$ cat config.mk
export PLATFORM = sky130hd
export DESIGN_NAME = ram_loader
export DESIGN_NICKNAME = d
export VERILOG_FILES = /design/src/rtl/ram_loader_pkg.sv /design/src/rtl/ram_loader.sv
export SDC_FILE = /design/constraint.sdc
export NUM_CORES = 1
export LEC_CHECK = 0
export ABC_AREA = 0
export CORE_AREA = 4 4 90 92
export CTS_CLUSTER_DIAMETER = 30
export DETAILED_ROUTE_END_ITERATION = 10
export DIE_AREA = 0 0 94 96
export PLACE_DENSITY = 0.84
export RECOVER_POWER = 100
export SYNTH_ARGS = -nofsm -noshare
export SYNTH_HDL_FRONTEND = slang
export SYNTH_SLANG_ARGS = --single-unit
$ cat constraint.sdc
create_clock -name clk_in -period 6.4 [get_ports clk_in]
set_clock_uncertainty 0.2 [all_clocks]
set_input_delay 0.64 -clock clk_in [delete_from_list [all_inputs] [get_ports clk_in]]
set_output_delay 0.64 -clock clk_in [all_outputs]
set_load 0.005 [all_outputs]
$ cat src/rtl/ram_loader_pkg.sv
// Shared constants and encodings for the boot-time RAM loader.
package ram_loader_pkg;

  localparam int DATA_ADDR_W_DEF = 16;
  localparam int INST_ADDR_W_DEF = 8;

  localparam logic [7:0] CMD_INST_DEF = 8'hA1;
  localparam logic [7:0] CMD_DATA_DEF = 8'hA2;
  localparam logic [7:0] CMD_GO_DEF   = 8'hA3;

  typedef enum logic [2:0] {
    S_IDLE    = 3'd0,
    S_ADDR_H  = 3'd1,
    S_ADDR_L  = 3'd2,
    S_LEN_H   = 3'd3,
    S_LEN_L   = 3'd4,
    S_PAYLOAD = 3'd5,
    S_CKSUM   = 3'd6
  } state_e;

  typedef enum logic {
    TGT_INST = 1'b0,
    TGT_DATA = 1'b1
  } target_e;

endpackage

$ cat src/rtl/ram_loader.sv
// Parses framed load commands from a byte stream, writes instruction/data RAM,
// and holds the CPU in reset until a GO command arrives.
module ram_loader
  import ram_loader_pkg::*;
#(
  parameter int         DATA_ADDR_W = DATA_ADDR_W_DEF,
  parameter int         INST_ADDR_W = INST_ADDR_W_DEF,
  parameter logic [7:0] CMD_INST    = CMD_INST_DEF,
  parameter logic [7:0] CMD_DATA    = CMD_DATA_DEF,
  parameter logic [7:0] CMD_GO      = CMD_GO_DEF
) (
  input  logic                   clk_in,
  input  logic                   reset,
  input  logic [7:0]             in_data,
  input  logic                   in_valid,
  output logic                   in_ready,
  output logic                   inst_w,
  output logic [INST_ADDR_W-1:0] addr_inst_ram,
  output logic [7:0]             din_inst_ram,
  output logic                   data_w,
  output logic [DATA_ADDR_W-1:0] addr_data_ram,
  output logic [7:0]             din_data_ram,
  output logic                   cpu_enable,
  output logic                   cpu_reset,
  input  logic                   finish,
  output logic                   busy,
  output logic                   err,
  output logic                   done
);

  state_e      state_q, state_d;
  target_e     target_q;
  logic [15:0] cur_addr_q;
  logic [7:0]  len_hi_q;
  logic [15:0] rem_q;
  logic [7:0]  sum_q;
  logic [15:0] waddr_q;
  logic [7:0]  wdin_q;
  logic        inst_w_q, data_w_q, err_q;
  logic        cpu_enable_q, cpu_reset_q, done_q;

  logic        accept;
  logic        cmd_load;
  logic        cmd_go;

  assign in_ready = !reset;
  assign accept   = in_valid && in_ready;
  assign cmd_load = (in_data == CMD_INST) || (in_data == CMD_DATA);
  assign cmd_go   = (in_data == CMD_GO);

  always_ff @(posedge clk_in) begin
    if (reset) state_q <= S_IDLE;
    else       state_q <= state_d;
  end

  always_comb begin
    state_d = state_q;
    if (accept) begin
      case (state_q)
        S_IDLE:    if (cmd_load) state_d = S_ADDR_H;
        S_ADDR_H:  state_d = S_ADDR_L;
        S_ADDR_L:  state_d = S_LEN_H;
        S_LEN_H:   state_d = S_LEN_L;
        S_LEN_L:   state_d = ({len_hi_q, in_data} != 16'd0) ? S_PAYLOAD : S_CKSUM;
        S_PAYLOAD: if (rem_q == 16'd1) state_d = S_CKSUM;
        S_CKSUM:   state_d = S_IDLE;
        default:   state_d = S_IDLE;
      endcase
    end
  end

  // Datapath: strobes, err and write address/data are registered one cycle after acceptance.
  always_ff @(posedge clk_in) begin
    if (reset) begin
      target_q     <= TGT_INST;
      cur_addr_q   <= 16'd0;
      len_hi_q     <= 8'd0;
      rem_q        <= 16'd0;
      sum_q        <= 8'd0;
      waddr_q      <= 16'd0;
      wdin_q       <= 8'd0;
      inst_w_q     <= 1'b0;
      data_w_q     <= 1'b0;
      err_q        <= 1'b0;
      cpu_enable_q <= 1'b0;
      cpu_reset_q  <= 1'b1;
      done_q       <= 1'b0;
    end else begin
      inst_w_q <= 1'b0;
      data_w_q <= 1'b0;
      err_q    <= 1'b0;
      if (accept) begin
        case (state_q)
          S_IDLE: begin
            if (cmd_load) begin
              target_q     <= (in_data == CMD_DATA) ? TGT_DATA : TGT_INST;
              cpu_enable_q <= 1'b0;
              cpu_reset_q  <= 1'b1;
              sum_q        <= 8'd0;
            end else if (cmd_go) begin
              cpu_enable_q <= 1'b1;
              cpu_reset_q  <= 1'b0;
            end else begin
              err_q <= 1'b1;
            end
          end
          S_ADDR_H: cur_addr_q[15:8] <= in_data;
          S_ADDR_L: cur_addr_q[7:0]  <= in_data;
          S_LEN_H:  len_hi_q         <= in_data;
          S_LEN_L:  rem_q            <= {len_hi_q, in_data};
          S_PAYLOAD: begin
            if (target_q == TGT_DATA) data_w_q <= 1'b1;
            else                      inst_w_q <= 1'b1;
            waddr_q    <= cur_addr_q;
            wdin_q     <= in_data;
            cur_addr_q <= cur_addr_q + 16'd1;
            sum_q      <= sum_q + in_data;
            rem_q      <= rem_q - 16'd1;
          end
          S_CKSUM:  err_q <= (in_data != sum_q);
          default:  ;
        endcase
      end
      // A new load command wins over a simultaneous finish.
      if (accept && state_q == S_IDLE && cmd_load) done_q <= 1'b0;
      else if (finish && cpu_enable_q)             done_q <= 1'b1;
    end
  end

  assign inst_w        = inst_w_q;
  assign data_w        = data_w_q;
  assign addr_inst_ram = waddr_q[INST_ADDR_W-1:0];
  assign addr_data_ram = waddr_q[DATA_ADDR_W-1:0];
  assign din_inst_ram  = wdin_q;
  assign din_data_ram  = wdin_q;
  assign cpu_enable    = cpu_enable_q;
  assign cpu_reset     = cpu_reset_q;
  assign busy          = (state_q != S_IDLE);
  assign err           = err_q;
  assign done          = done_q;

endmodule
Word level (Yosys, flattened, before mapping). Index checks and enable logic that the tools add are counted. W data, S select, Z words.

Output and inout port bits: 48. Bits of input ports: 12. Word-level logic and storage cells: 78. Register bits: 82.

Reduce and logical (&&, ||, !) cells: 26. Equality and inequality tests: 13. Bitwise gates (word level): 2. Add/sub/neg operators: 3. Mux-type cells: 19.

Operators by type and width (count): $pmux W8 S2 (3); $pmux W16 S2 (1); $eq A8 B8 Y1 const B (3); $pmux W3 S6 (1); $add A16 B1 Y16 const B (1); $eq A16 B1 Y1 const B (1); $reduce_bool A16 Y1 (1); $sub A16 B1 Y16 const B (1); $reduce_and A3 Y1 (4); $reduce_and A2 Y1 (5); $reduce_bool A2 Y1 (5); $eq A3 B3 Y1 const B (3); $mux W1 (9); $add A8 B8 Y8 (1); $mux W8 (1); $ne A8 B8 Y1 (1); $eq A3 B2 Y1 const B (2); $mux W3 (2); $logic_and A1 B1 Y1 (4); $ne A2 B2 Y1 const B (2); $reduce_or A2 Y1 (2); $eq A3 B1 Y1 const B (1); $logic_not A3 Y1 (1); $reduce_bool A3 Y1 (1); other kinds (6) (7).

Longest topological paths before layout. Gate-level depths: netlist of the first run.

Depth after elaboration: 5. Mapped depth: 8. Gate-level depth less buffers: 8.

Worst setup path before layout of the first run. No wires, ideal clock.

Path kind: flip-flop to flip-flop. Start point: reg rem_q[5]. End point: reg rem_q[13]. Slack: 3981 ps. Setup time: 74 ps. Period minus slack after synthesis: 2419 ps. Required time: 6126 ps. Stages on the path, launching flop included: 6. Arrival time: 2145 ps. Buffers on the path: 0. Cell sequence: dfxtp_1 or4_4 or3_4 or4_4 or3_1 a31oi_1.

Longest elaborated chain between the ends: 2.

Ends and longest elaborated chain: from (decl) (line ram_loader.sv:35) `logic [15:0] rem_q;`; from (signal assigned) (line ram_loader.sv:110) `S_LEN_L: rem_q <= {len_hi_q, in_data};`; from (signal assigned) (line ram_loader.sv:118) `rem_q <= rem_q - 16'd1;`; $sub A16 B1 Y16 (line ram_loader.sv:118); $pmux W16 S2 (line ram_loader.sv:93) `case (state_q)`.

Every way passes these cells. A chain may end at the register's enable or synchronous reset.

Final worst setup path of the first run.
Start point: reg state_q[2]. End point: reg sum_q[5].

Longest elaborated chain between the ends: 3. Elaborated cells on any way between the ends: 6. Classes of those cells: eq/ne (2); mux (1); reduce/logical (3).

Ends and longest elaborated chain: from (decl) (line ram_loader.sv:31) `state_e state_q, state_d;`; from (signal assigned) (line ram_loader.sv:53) `else state_q <= state_d;`; $eq A3 B3 Y1 or $logic_not A3 Y1 (tied branches) (line ram_loader.sv:93); $reduce_bool A2 Y1 (no source line) or $ne A2 B2 Y1 (tied branches); $reduce_and A3 Y1 (no source line); to (signal assigned) (line ram_loader.sv:117) `sum_q <= sum_q + in_data;`; to (decl) (line ram_loader.sv:36) `logic [7:0] sum_q;`.

Parallel ways exist; a longest one is shown, timed or not.

==> tab_implementation.tex, run 1 <==
\begin{tabular}{lr}
\hline
Metric & Value \\
\hline
\multicolumn{2}{l}{\textbf{Outcome}} \\
Outcome & finished, final reports clean \\
\multicolumn{2}{l}{\textbf{Critical path}} \\
Critical Path Fanout Max & 25 \\
Startpoint kind of the worst setup timing path & flip-flop \\
Arrival time at the worst endpoint & around 4.3 ns \\
Nature of the critical path endpoint & flip-flop \\
Critical path launch point & state\_q[2] \\
Reg-to-reg startpoint & state\_q[2] \\
Crit Path Category & reg -> reg \\
Required time of the worst setup path & approximately 6.4 ns \\
\multicolumn{2}{l}{\textbf{Die}} \\
Total core area & 0.00721 mm2 \\
Starting density of the core & roughly three fifths \\
Die X & roughly 94 um \\
Area of the die & approximately 0.009 mm2 \\
Vertical die dimension & about 96 um \\
Number of top-level pins & 60 \\
Count of standard-cell rows & 31 \\
\multicolumn{2}{l}{\textbf{Hold path}} \\
Min-delay src & addr\_data\_ram[8] \\
Class of the tightest hold or removal check & reg -> reg \\
\multicolumn{2}{l}{\textbf{Clock tree}} \\
Post-cts gate resize count & 0 \\
Number of clock sinks & between 80 and 90 \\
Register clock-pin slew on the reported worst setup and hold paths & 0.09 ns \\
TritonCTS clock tree & built \\
CTS H-Tree Depth & 3 \\
Number of buffers created by CTS & 9 \\
CTS hold repair buffers & 0 \\
Clock Latency Late Sink & approximately 0.36 ns \\
Buffer cell driving the clock tree root & sky130\_fd\_sc\_hd\_\_clkbuf\_8 \\
Maximum clock path buffer count & 2 \\
Setup Buffers After CTS & 0 \\
\multicolumn{2}{l}{\textbf{Yosys}} \\
Number of flops mapped to enable cells by yosys & 0 \\
Count of yosys warnings during synthesis & 0 \\
Distinct cell type count after synthesis & 57 \\
Number of instances in the synthesized netlist & 562 \\
Netlist area before placement & 0.00426 mm2 \\
Register area share after synthesis & about two fifths \\
Async set-reset flop share out of synthesis & 0\% \\
Synth top area share & 38.5\% \\
Dominant cells by area after synthesis & sky130\_fd\_sc\_hd\_\_dfxtp\_1, sky130\_fd\_sc\_hd\_\_nand2\_1, sky130\_fd\_sc\_hd\_\_a21oi\_1 \\
Average size of a mapped cell & $\sim$7.6 um2 \\
Net count of the mapped netlist & around 600 \\
Flops \& latches, synth & slightly above 80 \\
Top cell type by total area after synthesis & sky130\_fd\_sc\_hd\_\_dfxtp\_1 \\
Most used DFF post-synth & sky130\_fd\_sc\_hd\_\_dfxtp\_1 \\
\multicolumn{2}{l}{\textbf{Final layout}} \\
Inserted Diodes & 0 \\
Leading cell type in the layout, fill and taps excluded & sky130\_fd\_sc\_hd\_\_nand2\_1 \\
Design area & roughly 0.0050 mm2 \\
Leading cell types in the layout, fill and taps excluded & sky130\_fd\_sc\_hd\_\_nand2\_1, sky130\_fd\_sc\_hd\_\_dfxtp\_1, sky130\_fd\_sc\_hd\_\_a21oi\_1 \\
Layout cell share with drive strength beyond 1 & 3.72\% \\
Net count reported at finish & slightly above 600 \\
Layout Area Growth over Synthesis & 16.3\% \\
\multicolumn{2}{l}{\textbf{Global route}} \\
Number of antenna violations at the first check in global routing & 0 \\
Number of global-route vias before repair & $\sim$3900 \\
Largest net degree at the start of global routing & slightly above 60 \\
Most Crowded Layer GR & met2 \\
Met3 track demand over resource in global routing & 5.24\% \\
Wire length of the first global-routing pass & around 19 mm \\
All-Layer GR Usage & between 20 and 30\% \\
Met1 track utilization from global routing & about a third \\
Met2 usage in global routing & 42.0\% \\
Global-route congestion overflow total & 0 \\
\multicolumn{2}{l}{\textbf{Placed design}} \\
Dpl cell area & roughly 0.0048 mm2 \\
Number of I/O port buffers & 59 \\
Detail Placement HPWL & 7.72 mm \\
Routability-driven placement congestion ratio & 0.889 \\
\multicolumn{2}{l}{\textbf{Detailed routing}} \\
Average via count per standard cell & just over 6 \\
Via total after detailed routing & approximately 4300 \\
Drt pass-1 iters & 5 \\
Initial DRC Count & $\sim$350 \\
Total length of routed wires & around 11 mm \\
Drt wl/cell & between 15 and 20 um \\
Number of nets still failing antenna checks after routing & 0 \\
Residual DRC count & 0 \\
\multicolumn{2}{l}{\textbf{STA}} \\
Max-slew headroom at the worst pin & between 4 and 5\% \\
Setup violations, final & 0 \\
Tightest Pin Transition & approximately 1.4 ns \\
Peak clock frequency supported by timing & between 0.2 and 0.25 GHz \\
Total negative slack for setup checks & 0 ns \\
Time the final worst path needs with I/O delays and setup & roughly 4.2 ns \\
Number of endpoints with negative hold slack in the final report & 0 \\
Post-route clock period utilization & 66.3\% \\
Pins Over Slew Limit & 0 \\
RSZ-0062 raised after global routing & false \\
\multicolumn{2}{l}{\textbf{Run}} \\
Total of max-cap violations & 0 \\
\multicolumn{2}{l}{\textbf{Power}} \\
Static leakage power & 1.86 nW \\
Total power density per cell area & 196 mW/mm2 \\
Worst IR drop on VDD & between 0.1 and 0.15 mV \\
\hline
\end{tabular}
## worst paths after layout
path,end,depth (start not counted),slack (ns)
hold / removal,addr_data_ram[8],2,0.26
hold reg to reg,addr_data_ram[8],2,0.26
setup / recovery,sum_q[5],6,2.16
setup reg to reg,sum_q[5],6,2.16
## stage by stage
| stage | cells | setup slack (ns) | util [%] | hold slack, ns | total power, mW |
|---|---|---|---|---|---|
| after floorplan | 562 | 3.98 | - | 0.217 | 0.549 |
| after global placement | 674 | 3.12 | 65.9 | 0.244 | 0.568 |
| after detailed placement | 674 | 3.05 | 65.9 | 0.250 | 0.569 |
| after CTS | 690 | 3.11 | 68.9 | 0.263 | 0.973 |
| after global routing | 690 | 1.99 | 68.7 | 0.292 | 1.00 |
| final | 690 | 2.16 | 68.7 | 0.258 | 0.972 |
## area by class of cell
class | count | area [um2]
clock inverters | 6 | 88.8
well taps | 99 | 124
fillers | 620 | 2260
flip-flops and latches | 82 | 1640
multi-input cells | 420 | 2330
repair buffers | 63 | 604
clock buffers | 10 | 128
inverters | 10 | 37.5
## cells by family after synthesis
family          share of synthesized area, %
compound gates                          25.0
xor+xnor                               0.823
fa+ha+maj                               3.41
buf+inv                                 6.73
flops                                   38.5
mux                                    0.235
simple gates                            25.2
## synthesized netlist by cell type, drive strengths merged (10+ instances only)
master  instances
nor4           13
nor3           10
inv            10
a31oi          14
o21ai          44
nand2          96
ha             10
buf            20
clkbuf         30
dfxtp          82
a21oi          60
nor2           48
nand3          13
## state kept, by name (all words and copies together) (netlist names), 3 cells and up
name and cells:
addr_data_ram 16, cur_addr_q 16, rem_q 16, din_data_ram 8, len_hi_q 8, sum_q 8, state_q 3
## layer usage
layer  wire length [um]  vias up
met5                  0        -
met4                321        0
met3                909       30
met2               5280      217
met1               4920     1994
li1                   -     2053
## power breakdown
group / switching (mW) / internal [mW]
registers: 0.000261 / 0.510
logic: 0.0316 / 0.0156
clock network: 0.194 / 0.221
total: 0.226 / 0.746
## critical path: stages, from the launching register on
cell and delay, ns:
sky130_fd_sc_hd__dfxtp_1 0.57, sky130_fd_sc_hd__nand3b_1 0.75, sky130_fd_sc_hd__nor2_1 1.13, sky130_fd_sc_hd__clkbuf_1 0.75
sky130_fd_sc_hd__a21oi_1 0.35, sky130_fd_sc_hd__a22oi_1 0.29, sky130_fd_sc_hd__nor2_1 0.06
(Power assumes the default switching activity.)
==> inputs of run 2 (changes only) <==
- CORE_AREA: 4 4 90 92 -> 4 4 93 95
- DIE_AREA: 0 0 94 96 -> 0 0 97 99
- PLACE_DENSITY: 0.84 -> 0.8
- clock period: 6.4 -> 4.23 ns (I/O delays scaled with it)
==> run 2 against run 1 <==
Compared with the run above:
- flip-flop and latch count unchanged
- highest routed layer unchanged
- critical path depth increased by 1
- clock power increased by 53%
- sequential power increased by 51%
- utilization decreased by 4.0 points
- worst setup slack got worse by 1.1 ns
- maximum frequency increased by 32%
==> tab_implementation.tex, run 2 (synthesis gave the netlist of run 1 again) <==
\begin{tabular}{lr}
\hline
Metric & Value \\
\hline
\multicolumn{2}{l}{\textbf{Die}} \\
Area of the die & 0.00960 mm2 (+6.4\%) \\
Total core area & 0.00773 mm2 (+7.1\%) \\
Die X & 97 um (+3.2\%) \\
Count of standard-cell rows & 32 (+3.2\%) \\
Starting density of the core & 55.1\% (-3.9 points) \\
Vertical die dimension & 99 um (+3.1\%) \\
Number of top-level pins & 60 (unchanged) \\
\multicolumn{2}{l}{\textbf{Power}} \\
Static leakage power & 1.88 nW (+1.4\%) \\
Power consumption & 1.48 mW (+52\%) \\
Total power density per cell area & 296 mW/mm2 (+51\%) \\
Comb pwr share & 5.0\% (about the same) \\
Power share of the clock group & 42.8\% (+0.2 points) \\
Cell-internal power & 1.13 mW (+51\%) \\
Worst IR drop on VDD & 0.182 mV (+66\%) \\
Part of the power in registers & 52.2\% (-0.3 points) \\
Net switching power & 0.350 mW (+55\%) \\
Sw frac & 23.6\% (+0.41 points) \\
\multicolumn{2}{l}{\textbf{Detailed routing}} \\
Number of nets still failing antenna checks after routing & 0 (unchanged) \\
Drt pass-1 iters & 5 (unchanged) \\
Wire length on met1 & 5.01 mm (+1.8\%) \\
Via total after detailed routing & 4256 (-0.88\%) \\
Top routing layer used & met4 \\
Drt wl/cell & 16.4 um (-0.83\%) \\
Routed length on met3 & 1.04 mm (+14\%) \\
Total length of routed wires & 11.5 mm (+0.31\%) \\
Initial DRC Count & 475 (+38\%) \\
Metal2 WL & 5.06 mm (-4.2\%) \\
Average via count per standard cell & 6.10 (-2.0\%) \\
Residual DRC count & 0 (unchanged) \\
\multicolumn{2}{l}{\textbf{STA}} \\
Hold Worst Slack & 0.0660 ns (-0.192 ns) \\
Max-slew headroom at the worst pin & 21.0\% (+17 points) \\
Post-route clock period utilization & 75.9\% (+9.6 points) \\
Time the final worst path needs with I/O delays and setup & 3.21 ns (-1.03 ns) \\
RSZ-0062 raised after global routing & false \\
Number of endpoints with negative hold slack in the final report & 0 (unchanged) \\
Pins Over Slew Limit & 0 (unchanged) \\
Final worst setup slack & 1.02 ns (-1.14 ns) \\
Peak clock frequency supported by timing & 0.312 GHz (+32\%) \\
Total negative slack for setup checks & 0 ns (unchanged) \\
Tightest Pin Transition & 1.18 ns (-0.250 ns) \\
Setup violations, final & 0 (unchanged) \\
\multicolumn{2}{l}{\textbf{Clock tree}} \\
Buffer cell driving the clock tree root & sky130\_fd\_sc\_hd\_\_clkbuf\_8 \\
Maximum clock path buffer count & 2 (unchanged) \\
Post-cts gate resize count & 0 (unchanged) \\
Number of clock sinks & 82 (unchanged) \\
CTS hold repair buffers & 0 (unchanged) \\
Number of buffers created by CTS & 9 (unchanged) \\
CTS H-Tree Depth & 3 (unchanged) \\
Setup Buffers After CTS & 0 (unchanged) \\
Clock Latency Late Sink & 0.36 ns (about the same) \\
Register clock-pin slew on the reported worst setup and hold paths & 0.09 ns (about the same) \\
TritonCTS clock tree & built \\
\multicolumn{2}{l}{\textbf{Critical path}} \\
Required time of the worst setup path & 4.35 ns (-2.08 ns) \\
Crit-path slowest cell & sky130\_fd\_sc\_hd\_\_clkbuf\_1 \\
Arrival time at the worst endpoint & 3.33 ns (-0.94 ns) \\
List of cells traversed by the critical path & and3b\_1 > clkbuf\_1 > nand2\_1 > clkbuf\_1 > a31oi\_1 > o21ai\_0 > a21bo\_2 \\
Minimum setup slack among reg-to-reg paths & 1.02 ns (-1.14 ns) \\
Biggest cell delay along the critical path & 0.66 ns (-0.47 ns) \\
Critical Path Fanout Max & 21 (-16\%) \\
Startpoint kind of the worst setup timing path & flip-flop \\
Crit Path Category & reg -> reg \\
Reg-to-Reg End & cur\_addr\_q[8] \\
Nature of the critical path endpoint & flip-flop \\
Depth of the most critical reg-to-reg path & 7 (+1) \\
Most used cell along the critical path & sky130\_fd\_sc\_hd\_\_clkbuf\_1 \\
Reg-to-reg startpoint & state\_q[2] \\
\multicolumn{2}{l}{\textbf{Final layout}} \\
Final cell utilization of the core & 64.7\% (-4.0 points) \\
Leading cell type in the layout, fill and taps excluded & sky130\_fd\_sc\_hd\_\_nand2\_1 \\
Design area & 0.00500 mm2 (+0.86\%) \\
Net count reported at finish & 614 (+0.82\%) \\
Layout Area Growth over Synthesis & 17.3\% \\
Non-filler cells, final & 698 (+1.2\%) \\
Layout cell share with drive strength beyond 1 & 4.70\% (+0.98 points) \\
Leading cell types in the layout, fill and taps excluded & sky130\_fd\_sc\_hd\_\_nand2\_1, sky130\_fd\_sc\_hd\_\_dfxtp\_1, sky130\_fd\_sc\_hd\_\_a21oi\_1 \\
Inserted Diodes & 0 (unchanged) \\
\multicolumn{2}{l}{\textbf{Outcome}} \\
Outcome & finished, final reports clean \\
\multicolumn{2}{l}{\textbf{Global route}} \\
Wire length of the first global-routing pass & 18.9 mm (+1.9\%) \\
Largest net degree at the start of global routing & 58 (-4.9\%) \\
Number of global-route vias before repair & 3879 (-0.36\%) \\
Global-route congestion overflow total & 0 (unchanged) \\
All-Layer GR Usage & 23.9\% (-1.9 points) \\
Number of antenna violations at the first check in global routing & 0 (unchanged) \\
\multicolumn{2}{l}{\textbf{Placed design}} \\
\# placed instances & 682 (+1.2\%) \\
Routability-driven placement congestion ratio & 0.941 (+5.9\%) \\
Post-placement setup slack & 1.17 ns (-1.88 ns) \\
Number of I/O port buffers & 59 (unchanged) \\
Detail Placement HPWL & 7.88 mm (+2.1\%) \\
Dpl cell area & 0.00479 mm2 (+0.87\%) \\
\multicolumn{2}{l}{\textbf{Hold path}} \\
Min-delay src & reset \\
Depth of the worst hold-timing path & 2 (unchanged) \\
Min-Delay Endpoint & state\_q[2] \\
Class of the tightest hold or removal check & in -> reg \\
\multicolumn{2}{l}{\textbf{Run}} \\
Total of max-cap violations & 0 (unchanged) \\
\hline
\end{tabular}
-- run 2: changes by cell type in the layout (fill, tap and decap cells not counted), sizes merged --
cell / before / now
buf: 2 / 7
clkdlybuf4s50: 8 / 9
dlygate4sd3: 50 / 49
-- run 2: worst max-delay path by stage --
stage | start | end | slack (ns) | depth (start not counted)
floorplan | rem_q[5] | rem_q[13] | 1.81 | 5
global placement | in_valid | rem_q[12] | 1.29 | 6
detailed placement | in_data[3] | cpu_enable | 1.17 | 6
CTS | in_data[3] | cpu_enable | 1.52 | 6
global route | state_q[2] | cur_addr_q[15] | 0.75 | 7
finish | state_q[2] | cur_addr_q[8] | 1.02 | 7
-- run 2: metal layers --
| metal | vias to the layer above | global-route usage, % |
|---|---|---|
| met5 | - | 0 |
| met3 | 31 | 5.73 |
| met2 | 210 | 36.3 |
| li1 | 2068 | - |
| met1 | 1947 | 31.6 |
| met4 | 0 | 12.2 |
-- run 2: layout make-up --
class | count | area, um2
fill | 672 | 2730
multi-input combinational | 420 | 2330
sequential | 82 | 1640
timing repair buffer | 68 | 643
clock buffer | 10 | 128
tap | 102 | 128
clock inverter | 6 | 88.8
inverter | 10 | 37.5
-- run 2: power by group through the flow --
stage          clock [mW]  combinational, mW  sequential, mW
2_1_floorplan           0             0.0400           0.790
3_3_place_gp            0             0.0716           0.790
3_5_place_dp            0             0.0725           0.790
4_1_cts             0.638             0.0730           0.772
5_1_grt             0.670             0.0796           0.772
6_report            0.634             0.0738           0.772
-- run 2: critical path, delay by kind of cell, from the launching register on --
family,cells,cell delay (ns)
AOI/OAI and AO/OA,3,0.58
DFF,1,0.57
and+or+nand+nor,2,0.72
buffers and inverters,2,1.10
==> inputs of run 3 (changes only) <==
- CORE_AREA: 4 4 93 95 -> 4 4 99 101
- DIE_AREA: 0 0 97 99 -> 0 0 103 105
- PLACE_DENSITY: 0.8 -> 0.74
- clock period: 4.23 -> 2.9 ns (I/O delays scaled with it)
==> run 3 against run 2 <==
Compared with the run above:
- utilization is 8.8 points lower
- die area grew 13%
- hold slack worse by 0.047 ns
- clock power rose by 25%
- non-clock buffer count is 13 higher
- cell count is 3.2% higher
- first-iteration DRC count is 25% lower
- via count rose by 2.7%
- critical path depth down 2
- power rose by 38%
- critical endpoint is now rem_q[13]
- highest routed layer unchanged
==> tab_implementation.tex, run 3 (synthesis gave the netlist of run 1 again) <==
\begin{tabular}{lr}
\hline
Metric & Value \\
\hline
\multicolumn{2}{l}{\textbf{Outcome}} \\
Outcome & finished, final reports clean \\
\multicolumn{2}{l}{\textbf{Power}} \\
Worst IR drop on VDD & 0.201 mV (+11\%) \\
Total power density per cell area & 404 mW/mm2 (+37\%) \\
Static leakage power & 1.91 nW (+1.6\%) \\
\multicolumn{2}{l}{\textbf{Detailed routing}} \\
Average via count per standard cell & 6.07 (-0.44\%) \\
Routed length on met3 & 1.11 mm (+6.8\%) \\
Drt pass-1 iters & 5 (unchanged) \\
Wire length on met1 & 5.17 mm (+3.2\%) \\
Via total after detailed routing & 4371 (+2.7\%) \\
Top routing layer used & met4 \\
Metal2 WL & 5.40 mm (+6.8\%) \\
Drt wl/cell & 16.7 um (+1.9\%) \\
Number of nets still failing antenna checks after routing & 0 (unchanged) \\
Initial DRC Count & 357 (-25\%) \\
Total length of routed wires & 12.1 mm (+5.1\%) \\
Residual DRC count & 0 (unchanged) \\
\multicolumn{2}{l}{\textbf{Global route}} \\
Number of antenna violations at the first check in global routing & 0 (unchanged) \\
All-Layer GR Usage & 23.2\% (-0.70 points) \\
Largest net degree at the start of global routing & 40 (-31\%) \\
Wire length of the first global-routing pass & 20.2 mm (+7.3\%) \\
Number of global-route vias before repair & 4131 (+6.5\%) \\
Global-route congestion overflow total & 0 (unchanged) \\
\multicolumn{2}{l}{\textbf{Die}} \\
Count of standard-cell rows & 35 (+9.4\%) \\
Total core area & 0.00902 mm2 (+17\%) \\
Vertical die dimension & 105 um (+6.1\%) \\
Area of the die & 0.0108 mm2 (+13\%) \\
Starting density of the core & 47.2\% (-7.9 points) \\
Number of top-level pins & 60 (unchanged) \\
Die X & 103 um (+6.2\%) \\
\multicolumn{2}{l}{\textbf{STA}} \\
RSZ-0062 raised after global routing & false \\
Time the final worst path needs with I/O delays and setup & 2.62 ns (-0.585 ns) \\
Number of endpoints with negative hold slack in the final report & 0 (unchanged) \\
Setup violations, final & 0 (unchanged) \\
Pins Over Slew Limit & 0 (unchanged) \\
Max-slew headroom at the worst pin & 50.4\% (+29 points) \\
Total negative slack for setup checks & 0 ns (unchanged) \\
Hold Worst Slack & 0.0190 ns (-0.0470 ns) \\
Final worst setup slack & 0.276 ns (-0.745 ns) \\
Peak clock frequency supported by timing & 0.381 GHz (+22\%) \\
Tightest Pin Transition & 0.736 ns (-0.449 ns) \\
Post-route clock period utilization & 90.5\% (+15 points) \\
\multicolumn{2}{l}{\textbf{Clock tree}} \\
Number of buffers created by CTS & 9 (unchanged) \\
Number of clock sinks & 82 (unchanged) \\
Register clock-pin slew on the reported worst setup and hold paths & 0.08 ns (about the same) \\
CTS H-Tree Depth & 3 (unchanged) \\
TritonCTS clock tree & built \\
Maximum clock path buffer count & 2 (unchanged) \\
Clock Latency Late Sink & 0.36 ns (about the same) \\
Setup Buffers After CTS & 0 (unchanged) \\
CTS hold repair buffers & 0 (unchanged) \\
Post-cts gate resize count & 0 (unchanged) \\
Buffer cell driving the clock tree root & sky130\_fd\_sc\_hd\_\_clkbuf\_8 \\
\multicolumn{2}{l}{\textbf{Critical path}} \\
Arrival time at the worst endpoint & 2.71 ns (-0.62 ns) \\
Reg-to-reg startpoint & rem\_q[5] \\
Biggest cell delay along the critical path & 0.59 ns (-0.07 ns) \\
Startpoint kind of the worst setup timing path & flip-flop \\
Crit Path Category & reg -> reg \\
Nature of the critical path endpoint & flip-flop \\
Critical Path Fanout Max & 7 (-67\%) \\
Minimum setup slack among reg-to-reg paths & 0.28 ns (-0.75 ns) \\
List of cells traversed by the critical path & or4\_1 > or3\_1 > or4\_4 > or3\_1 > a31oi\_1 \\
Reg-to-Reg End & rem\_q[13] \\
Required time of the worst setup path & 2.99 ns (-1.36 ns) \\
Crit-path slowest cell & sky130\_fd\_sc\_hd\_\_or4\_1 \\
Most used cell along the critical path & sky130\_fd\_sc\_hd\_\_or3\_1 \\
Depth of the most critical reg-to-reg path & 5 (-2) \\
\multicolumn{2}{l}{\textbf{Final layout}} \\
Net count reported at finish & 627 (+2.1\%) \\
Fill cell total of the finished layout & 897 (+33\%) \\
Leading cell types in the layout, fill and taps excluded & sky130\_fd\_sc\_hd\_\_nand2\_1, sky130\_fd\_sc\_hd\_\_dfxtp\_1, sky130\_fd\_sc\_hd\_\_a21oi\_1 \\
Layout Area Growth over Synthesis & 18.4\% \\
Leading cell type in the layout, fill and taps excluded & sky130\_fd\_sc\_hd\_\_nand2\_1 \\
Area taken by flip-flops and latches & 0.00164 mm2 (unchanged) \\
Inserted Diodes & 0 (unchanged) \\
Combined area of the multi-input logic cells & 0.00232 mm2 (-0.38\%) \\
Layout cell share with drive strength beyond 1 & 5.42\% (+0.72 points) \\
\multicolumn{2}{l}{\textbf{Placed design}} \\
Post-placement setup slack & 0.213 ns (-0.958 ns) \\
Number of I/O port buffers & 59 (unchanged) \\
Detail Placement HPWL & 8.50 mm (+7.8\%) \\
Routability-driven placement congestion ratio & 0.873 (-7.3\%) \\
\multicolumn{2}{l}{\textbf{Hold path}} \\
Class of the tightest hold or removal check & in -> reg \\
Min-delay src & reset \\
Depth of the worst hold-timing path & 2 (unchanged) \\
Min-Delay Endpoint & rem\_q[4] \\
\multicolumn{2}{l}{\textbf{Run}} \\
Total of max-cap violations & 0 (unchanged) \\
\hline
\end{tabular}
## run 3: worst max-delay path: cells and delay by family, from the launching register on
kind	cells	cell delay (ns)
simple gates	4	1.81
flops	1	0.37
compound gates	1	0.17
## run 3: final cells by class
type	count	area share [%]
clock buffer	10	2.73
clock inverter	6	0.968
timing repair buffer	81	14.2
multi-input combinational	420	46.1
inverter	10	0.745
sequential	82	32.6
tap	111	2.76
## run 3: how the worst max path moves through the flow
stage | depth (start not counted) | endpoint | startpoint | slack (ns)
after CTS | 5 | rem_q[13] | rem_q[5] | 0.35
after global routing | 5 | cur_addr_q[11] | state_q[1] | 0.14
after detailed placement | 7 | sum_q[7] | in_data[1] | 0.21
after floorplan | 5 | rem_q[13] | rem_q[5] | 0.48
final | 5 | rem_q[13] | rem_q[5] | 0.28
after global placement | 7 | sum_q[7] | in_data[1] | 0.30
## run 3: per-stage QoR
step | std cells | power, mW | utilization, % | cell area, um2
floorplan | 562 | 1.21 | - | 4260
global placement | 704 | 1.27 | 54.3 | 4900
detailed placement | 704 | 1.27 | 54.3 | 4900
CTS | 720 | 2.05 | 56.4 | 5090
global route | 720 | 2.11 | 55.9 | 5040
finish | 720 | 2.04 | 55.9 | 5040
## run 3: routing by layer
| layer | global-route usage (%) | vias up |
|---|---|---|
| met5 | 0 | - |
| li1 | - | 2099 |
| met2 | 34.8 | 209 |
| met1 | 31.1 | 2028 |
| met4 | 9.90 | 0 |
| met3 | 5.94 | 35 |
## run 3: power breakdown
part | internal [mW] | switching, mW | leakage [nW]
clock network | 0.343 | 0.452 | 0.0908
registers | 1.13 | 0.000619 | 0.660
logic | 0.0422 | 0.0750 | 1.16
